$ cat src/rtl/wr_job_sequencer_pkg.sv
// rtl/wr_job_sequencer_pkg.sv - shared FSM state and job descriptor types for the write-job sequencer
package wr_job_sequencer_pkg;

  typedef enum logic [2:0] {
    ST_IDLE,
    ST_LOAD,
    ST_START,
    ST_WAIT,
    ST_REPORT
  } seq_state_t;

  typedef struct packed {
    logic [63:0] addr;
    logic [31:0] pattern;
    logic [31:0] number;
    logic [31:0] init;
    logic        wrap_mode;
    logic [3:0]  wrap_len;
  } job_desc_t;

  localparam int DESC_W = $bits(job_desc_t);

endpackage

$ cat src/rtl/wr_job_fifo.sv
// rtl/wr_job_fifo.sv - synchronous descriptor FIFO with full/empty flags and flush
module wr_job_fifo #(
  parameter int DEPTH = 4,
  parameter int WIDTH = 165
) (
  input  logic             clk,
  input  logic             rst_n,
  input  logic             flush,
  input  logic             push,
  input  logic [WIDTH-1:0] push_data,
  input  logic             pop,
  output logic [WIDTH-1:0] pop_data,
  output logic             full,
  output logic             empty
);

  localparam int AW = $clog2(DEPTH);

  logic [WIDTH-1:0] mem [DEPTH];
  logic [AW:0]      wr_ptr;
  logic [AW:0]      rd_ptr;
  logic             do_push;
  logic             do_pop;

  // Extra pointer bit distinguishes full from empty when the indices match.
  assign full     = (wr_ptr[AW] != rd_ptr[AW]) && (wr_ptr[AW-1:0] == rd_ptr[AW-1:0]);
  assign empty    = (wr_ptr == rd_ptr);
  assign do_push  = push && !full;
  assign do_pop   = pop && !empty;
  assign pop_data = mem[rd_ptr[AW-1:0]];

  always_ff @(posedge clk) begin
    if (do_push) begin
      mem[wr_ptr[AW-1:0]] <= push_data;
    end
  end

  always_ff @(posedge clk) begin
    if (!rst_n || flush) begin
      wr_ptr <= '0;
      rd_ptr <= '0;
    end else begin
      if (do_push) wr_ptr <= wr_ptr + (AW+1)'(1);
      if (do_pop)  rd_ptr <= rd_ptr + (AW+1)'(1);
    end
  end

endmodule

$ cat src/rtl/wr_job_sequencer.sv
// rtl/wr_job_sequencer.sv - queues write-job descriptors and runs them one at a time on the write engine
module wr_job_sequencer
  import wr_job_sequencer_pkg::*;
#(
  parameter int DEPTH = 4,
  parameter int TMO_W = 24
) (
  input  logic        clk,
  input  logic        rst_n,
  input  logic        job_valid,
  output logic        job_ready,
  input  logic [63:0] job_addr,
  input  logic [31:0] job_pattern,
  input  logic [31:0] job_number,
  input  logic [31:0] job_init,
  input  logic        job_wrap_mode,
  input  logic [3:0]  job_wrap_len,
  output logic [63:0] target_address,
  output logic [31:0] wr_pattern,
  output logic [31:0] wr_number,
  output logic [31:0] wr_init_data,
  output logic        wrap_mode,
  output logic [3:0]  wrap_len,
  output logic        engine_start_pulse,
  input  logic        wr_done_pulse,
  input  logic        wr_error,
  input  logic        abort,
  output logic        job_done_pulse,
  output logic        job_err,
  output logic        job_tmo,
  output logic        busy,
  output logic [15:0] jobs_completed
);

  seq_state_t       state;
  seq_state_t       state_next;
  job_desc_t        push_desc;
  job_desc_t        head_desc;
  job_desc_t        cfg;
  logic             fifo_full;
  logic             fifo_empty;
  logic             push;
  logic             pop;
  logic [TMO_W-1:0] tmo_cnt;
  logic [TMO_W-1:0] tmo_cnt_inc;
  logic             tmo_hit;
  logic             err_flag;
  logic             tmo_flag;
  logic             in_engine;
  logic [15:0]      done_cnt;

  assign push_desc = '{addr: job_addr, pattern: job_pattern, number: job_number,
                       init: job_init, wrap_mode: job_wrap_mode, wrap_len: job_wrap_len};

  // A push coincident with abort is dropped rather than surviving the flush.
  assign job_ready = rst_n && !fifo_full;
  assign push      = job_valid && job_ready && !abort;
  assign pop       = (state == ST_IDLE) && !fifo_empty && !abort;

  wr_job_fifo #(
    .DEPTH (DEPTH),
    .WIDTH (DESC_W)
  ) u_fifo (
    .clk       (clk),
    .rst_n     (rst_n),
    .flush     (abort),
    .push      (push),
    .push_data (push_desc),
    .pop       (pop),
    .pop_data  (head_desc),
    .full      (fifo_full),
    .empty     (fifo_empty)
  );

  // Timeout fires on the edge where the counter would become all-ones.
  assign tmo_cnt_inc = tmo_cnt + TMO_W'(1);
  assign tmo_hit     = &tmo_cnt_inc;
  assign in_engine   = (state == ST_START) || (state == ST_WAIT);

  always_ff @(posedge clk) begin
    if (!rst_n) state <= ST_IDLE;
    else        state <= state_next;
  end

  always_comb begin
    state_next         = state;
    engine_start_pulse = 1'b0;
    job_done_pulse     = 1'b0;
    case (state)
      ST_IDLE:   if (!fifo_empty) state_next = ST_LOAD;
      ST_LOAD:   state_next = (cfg.number != '0) ? ST_START : ST_REPORT;
      ST_START: begin
        engine_start_pulse = rst_n;
        state_next         = ST_WAIT;
      end
      ST_WAIT:   if (wr_done_pulse || tmo_hit) state_next = ST_REPORT;
      ST_REPORT: begin
        job_done_pulse = rst_n && !abort;
        state_next     = ST_IDLE;
      end
      default:   state_next = ST_IDLE;
    endcase
    if (abort) state_next = ST_IDLE;
  end

  always_ff @(posedge clk) begin
    if (!rst_n) begin
      cfg      <= '0;
      tmo_cnt  <= '0;
      err_flag <= 1'b0;
      tmo_flag <= 1'b0;
      done_cnt <= '0;
    end else begin
      if (pop) begin
        cfg      <= head_desc;
        err_flag <= 1'b0;
        tmo_flag <= 1'b0;
      end else begin
        if (in_engine && wr_error) err_flag <= 1'b1;
        if (state == ST_WAIT && !wr_done_pulse && tmo_hit) tmo_flag <= 1'b1;
      end
      if (state == ST_WAIT) tmo_cnt <= tmo_cnt_inc;
      else                  tmo_cnt <= '0;
      if (job_done_pulse) done_cnt <= done_cnt + 16'd1;
    end
  end

  assign target_address = cfg.addr;
  assign wr_pattern     = cfg.pattern;
  assign wr_number      = cfg.number;
  assign wr_init_data   = cfg.init;
  assign wrap_mode      = cfg.wrap_mode;
  assign wrap_len       = cfg.wrap_len;
  assign job_err        = job_done_pulse && err_flag;
  assign job_tmo        = job_done_pulse && tmo_flag;
  assign busy           = rst_n && (!fifo_empty || state != ST_IDLE);
  assign jobs_completed = done_cnt;

endmodule

$ cat config.mk
export PLATFORM = sky130hd
export DESIGN_NAME = wr_job_sequencer
export DESIGN_NICKNAME = d
export VERILOG_FILES = /design/src/rtl/wr_job_sequencer_pkg.sv /design/src/rtl/wr_job_fifo.sv /design/src/rtl/wr_job_sequencer.sv
export SDC_FILE = /design/constraint.sdc
export NUM_CORES = 1
export LEC_CHECK = 0
export ABC_AREA = 1
export BUFFER_PORTS_ARGS = -buffer_cell sky130_fd_sc_hd__clkbuf_2
export CORE_MARGIN = 5
export CORE_UTILIZATION = 50
export DETAILED_ROUTE_END_ITERATION = 10
export PLACE_DENSITY = 0.72
export SLEW_MARGIN = 20
export SYNTH_ARGS = -nofsm -noshare
export SYNTH_HDL_FRONTEND = slang
export SYNTH_HIERARCHICAL = 1
export SYNTH_SLANG_ARGS = --single-unit
$ cat constraint.sdc
create_clock -name clk -period 32.1 [get_ports clk]
set_input_delay 6.42 -clock clk [delete_from_list [all_inputs] [get_ports clk]]
set_output_delay 6.42 -clock clk [all_outputs]
set_load 0.01 [all_outputs]
**Word-level counts from Yosys, hierarchy flattened**

Memories as Yosys holds them, arrays and structs flattened. A register that Yosys moved wholly into a read port is not among the register bits.
Cells that the tools add are included.
Widths: inputs -> output; s select.

- Flip-flop bits (word level): 51
- Bits in writable memories: 660
- Input port bits: 171
- Output and inout port bits: 187
- Logic and storage cells: 63
- Memories kept: 1

- Add/subtract/negate cells: 4
- Eq/ne operators: 9
- Mux-type cells: 8
- Bitwise operators: 1
- Reductions and logical operators: 33

Memories:

| memory | depth | bits a word | rd ports | clocked after Yosys merged registers in | write ports | line | text |
|---|---|---|---|---|---|---|---|
| u_fifo.mem | 4 | 165 | 1 | 1 | 1 | wr_job_fifo.sv:19 | `logic [WIDTH-1:0] mem [DEPTH];` |

Operators by type and width:

| operator | count |
|---|---|
| $reduce_bool 32->1 | 1 |
| $add 24x1->24 const B | 1 |
| $reduce_and 24->1 | 1 |
| $add 16x1->16 const B | 1 |
| $logic_and 1x1->1 | 15 |
| $pmux 3 s4 | 1 |
| $mux 3 | 3 |
| $add 3x1->3 const B | 2 |
| $eq 3x2->1 const B | 2 |
| $logic_not 1->1 | 6 |
| $logic_or 1x1->1 | 4 |
| $mux 1 | 4 |
| $reduce_and 2->1 | 2 |
| $reduce_or 2->1 | 2 |
| $eq 3x1->1 const B | 1 |
| $eq 3x3->1 | 1 |
| $eq 3x3->1 const B | 1 |
| $logic_not 3->1 | 1 |
| $reduce_bool 3->1 | 1 |
| $eq 2x2->1 | 1 |
| $ne 2x1->1 const B | 1 |
| $ne 2x2->1 const B | 1 |
| $ne 1x1->1 | 1 |
| $not 1->1 | 1 |

**Longest topological paths before layout**

- Depth in word-level cells: 9
- Mapped depth: 15
- Depth with buffers taken out: 15

**Hierarchy**

Netlist, hierarchy kept.

Modules (own cells, without submodules):

| module | times used | cells an instance | area each (um^2) | sequential area each (um^2) |
|---|---|---|---|---|
| wr_job_fifo | 1 | 1,673 | 24,950.2 | 19,979.2 |
| wr_job_sequencer | 1 | 1,098 | 8,102.8 | 4,204.0 |

**Worst setup path before layout**

Ideal clock, no wire load.

- Path kind: input-to-reg
- Start: input rst_n
- End: memory u_fifo.mem[0][0] (enable)
- Setup time: 0.692 ns
- Arrival: 14.333 ns
- Required time: 31.408 ns
- Setup slack: 17.075 ns
- Stages: 8
- Path buffers: 2
- Cell sequence: inv_1 -> clkbuf_1 -> clkbuf_1 -> nor2_1 -> nand2_1 -> nor2_1 -> nand2_1 -> nor2_1

- Cells in the longest elaborated chain, start to end: 6

RTL lines:

| item | line | text |
|---|---|---|
| from (decl) | wr_job_sequencer.sv:9 | `input logic rst_n,` |
| $logic_and 1x1->1 | wr_job_sequencer.sv:56 | `assign job_ready = rst_n && !fifo_full;` |
| via job_ready | wr_job_sequencer.sv:11 | `output logic job_ready,` |
| $logic_and 1x1->1 (2 in series) | wr_job_sequencer.sv:57 | `assign push = job_valid && job_ready && !abort;` |
| via push | wr_job_sequencer.sv:42 | `logic push;` |
| $logic_and 1x1->1 | wr_job_fifo.sv:28 | `assign do_push = push && !full;` |
| $mux 1 | wr_job_fifo.sv:33 | `if (do_push) begin` |
| $mux 1 (implied by the code) | wr_job_fifo.sv:34 | `mem[wr_ptr[AW-1:0]] <= push_data;` |
| to (decl) | wr_job_fifo.sv:19 |  |

The timed path passes the listed nets, and every way through them passes these cells.

**Worst setup path in the final report**

- Start: input rst_n
- End: output job_ready

- Cells in the longest elaborated chain, start to end: 1

RTL lines:

| item | line |
|---|---|
| $logic_and 1x1->1 | wr_job_sequencer.sv:56 |
| to (decl) | wr_job_sequencer.sv:11 |

No other way between the ends.

==> impl_results.md <==
- Cell repeated most along the worst path: clkbuf_2
- Setup TNS: 0 ns
- Final Hold Violating Endpoints: 0
- Crit Path Max Fanout: between 60 and 70
- Most frequent cells in the layout: edfxtp_1 (660), nand2_1 (444), nor2_1 (406)
- Cell breakdown of the critical path: clkbuf_2 -> inv_6 -> buf_4 -> nor2_1 -> clkbuf_2
- H-tree lvl count: 3
- Cts repair resizes: 0
- Kind of critical path: in -> out
- Die width: ~270 µm
- Number of warning messages in the yosys log: 6
- Pin count of the biggest net entering global routing: slightly above 200
- Overall fraction of global-route tracks in use: a little over a fifth
- Proportion of synthesized chip area in sequential cells: around 73%
- Pwr Total: roughly 2.3 mW
- Leakage power of the design: about 13 nW
- Portion of synthesized cell area occupied by the leading cell type: around three fifths
- Final-report setup violation count: 0
- Initial core utilization: 50.4%
- Number of I/O pins: between 300 and 400
- Cell area power density: approximately 60 nW/µm²
- Bufs and invs on worst path: 4
- Worst hold path class: reg -> reg
- Critical path's top delay family: buffers and inverters
- Fraction of layout cells with a size suffix above 1: 17.0%
- CTS Hold Buffers Added: 0
- First-iteration detailed-routing DRC count: 1826
- Initial antenna violation count: 20
- Run status: completed
- Total half-perimeter wirelength after legalization and detailed placement: ~45 mm
- Overall die height: 267 µm
- Required time of the critical path: 25.68 ns
- Average wire per standard cell: between 20 and 25 µm
- Largest cells by area after synthesis: edfxtp_1 (60%), dfxtp_1 (13%), nand2_1 (5.0%)
- Max-cap viol count: 0
- Final clock period utilization by the worst path: between 40% and 50%
- Headroom to the max-slew limit: between 20% and 30%
- DRT Pass-1 Iters: 8
- Cell at the root of the clock tree: clkbuf_16
- FMAX: about 68 MHz
- Remaining design rule violation count: 0
- Number of global-route vias before repair: between 20000 and 25000
- # rows: 94
- Post-synth cell types: 36
- Buffers inserted by post-CTS timing repair: 0
- Total routed wirelength: slightly above 80 mm
- Congestion Overflow GR: 0
- Cell type contributing the most total cell area after synthesis: edfxtp_1
- Post-Synthesis Cells: 2771
- Syn nets: around 3000
- Clk pin slew, worst setup/hold paths: about 0.060 ns
- Fraction of registers with async set or reset after synthesis: 0%
- Number of max-slew violations in the final report: 0
- Worst setup SP type: input pin
- Area of the core: 65600 µm²
- Net count reported at finish: 3252
- Register bit total from synthesis: slightly below 900
- Average size of a mapped cell: approximately 12 µm²
- CTS Buf Count: just under 90
- Data arrival time at the worst-slack endpoint: 8.34 ns
- Drt via density: between 5 and 6
- Max Buffers Root-to-Sink: 3
- Max rail drop VDD: between 0.00004 and 0.00005 V
- Mapped Area: about 33000 µm²
- Layout fillers: 5284
- Clock latency reported for the late side of the worst-skew pair: roughly 0.63 ns
- CTS sink count: 878
- Actual transition at the worst max-transition pin: between 1 and 1.5 ns
- Category of the worst setup path capture point: output port
- CP peak stage delay: ~0.75 ns
- Clock skew: 0.0161 ns
- Post-Route Hold Slack: between 0.4 and 0.5 ns
- Unrepaired setup endpoints after global routing: no
- Final critical path time including I/O delays and setup: between 10 and 15 ns
- First-pass GRT wire length: ~120 mm
- Buffers added on ports: around 360
- Flip-flop cell with the highest count after synthesis: edfxtp_1
- CTS tree: yes
- Leading cell type in the layout, fill and taps excluded: edfxtp_1
- Signed area change from the synthesized netlist to the final layout: 15.1%
- Slowest stage cell, crit path: buf_4
- ANT nets after route: 0
- Total number of vias: roughly 22000
- Number of synthesized flops with an enable pin: 660
- Final weighted congestion in routability-driven placement: between 0.8 and 0.9
- Die ar.: about 71000 µm²
power breakdown:
part           internal, mW  total, mW  leakage, nW  switching (mW)
combinational        0.0174     0.0546         4.12          0.0371
sequential             1.23       1.24         7.72         0.00455
clock                 0.580      0.993         1.37           0.414
total                  1.83       2.28         13.2           0.456
metrics by stage:
stage	cell area [µm²]	instances	setup slack (ns)	util, %
floorplan	33100	2771	17.07	-
global placement	35200	3848	17.36	53.6
detailed placement	35200	3848	17.36	53.6
CTS	38000	4012	17.34	57.9
global route	38000	4021	17.25	58.0
finish	38100	4027	17.34	58.0
cells by family after synthesis:
logic type | Yosys count | share of synthesized area (%)
flops | 878 | 73.2
simple gates | 935 | 11.3
buf+inv | 241 | 3.79
compound gates | 703 | 11.3
fa+ha+maj | 8 | 0.303
xor+xnor | 6 | 0.159
synth_stat cells (3+ instances only):
master / count
nand3_1: 32
o21ai_1: 68
buf_1: 3
a21oi_1: 188
nor4_1: 9
ha_1: 8
o22ai_1: 165
buf_8: 3
o21bai_1: 4
buf_2: 44
o21ai_0: 274
nor2_2: 11
xor2_1: 6
inv_1: 71
dfxtp_1: 218
buf_6: 33
nor2_1: 409
nor2_4: 5
clkbuf_1: 83
nor3_1: 4
nand2_2: 5
nand4_1: 8
edfxtp_1: 660
nand2_1: 444
final cells by class:
cell class | instances | area, µm² | area share (%)
antenna | 15 | 37.5 | 0.0986
clock buffer | 133 | 2490 | 6.55
clock inverter | 31 | 330 | 0.868
inverter | 74 | 303 | 0.796
multi-input combinational | 1652 | 7640 | 20.1
sequential | 878 | 24200 | 63.6
tap | 864 | 1080 | 2.84
timing repair buffer | 380 | 1980 | 5.21
worst register-to-register path, delay by kind of cell, from the launching register on:
family	cells	cell delay, ns
flops	1	0.43
buf+inv	6	2.55
simple gates	8	1.29
sequential cells by signal (all words and copies together), names as in the netlist, named ones only:
name            cells
wr_number          32
wr_pattern         32
tmo_cnt            24
err_flag            1
u_fifo/mem        660
u_fifo/wr_ptr       3
state               3
wrap_mode           1
u_fifo/rd_ptr       3
target_address     64
wrap_len            4
jobs_completed     16
tmo_flag            1
wr_init_data       32
layer usage:
layer / vias to the layer above / track usage, % / wire length, µm
li1: 10500 / - / -
met1: 11000 / 28.2 / 32800
met2: 772 / 36.6 / 39000
met3: 125 / 5.87 / 6820
met4: 12 / 6.95 / 1860
met5: - / 0 / 95
path summary, 6_finish.rpt:
check | from | endpoint | slack (ns) | cells after the start
min reg2reg | err_flag$_SDFFE_PP0P_ | err_flag$_SDFFE_PP0P_ | 0.46 | 2
min | err_flag$_SDFFE_PP0P_ | err_flag$_SDFFE_PP0P_ | 0.46 | 2
max | rst_n | job_ready | 17.34 | 5
max reg2reg | u_fifo/wr_ptr[0]$_SDFFE_PP0P_ | u_fifo/mem[3][4]$_DFFE_PP_ | 27.40 | 14
(Power assumes the default switching activity.)
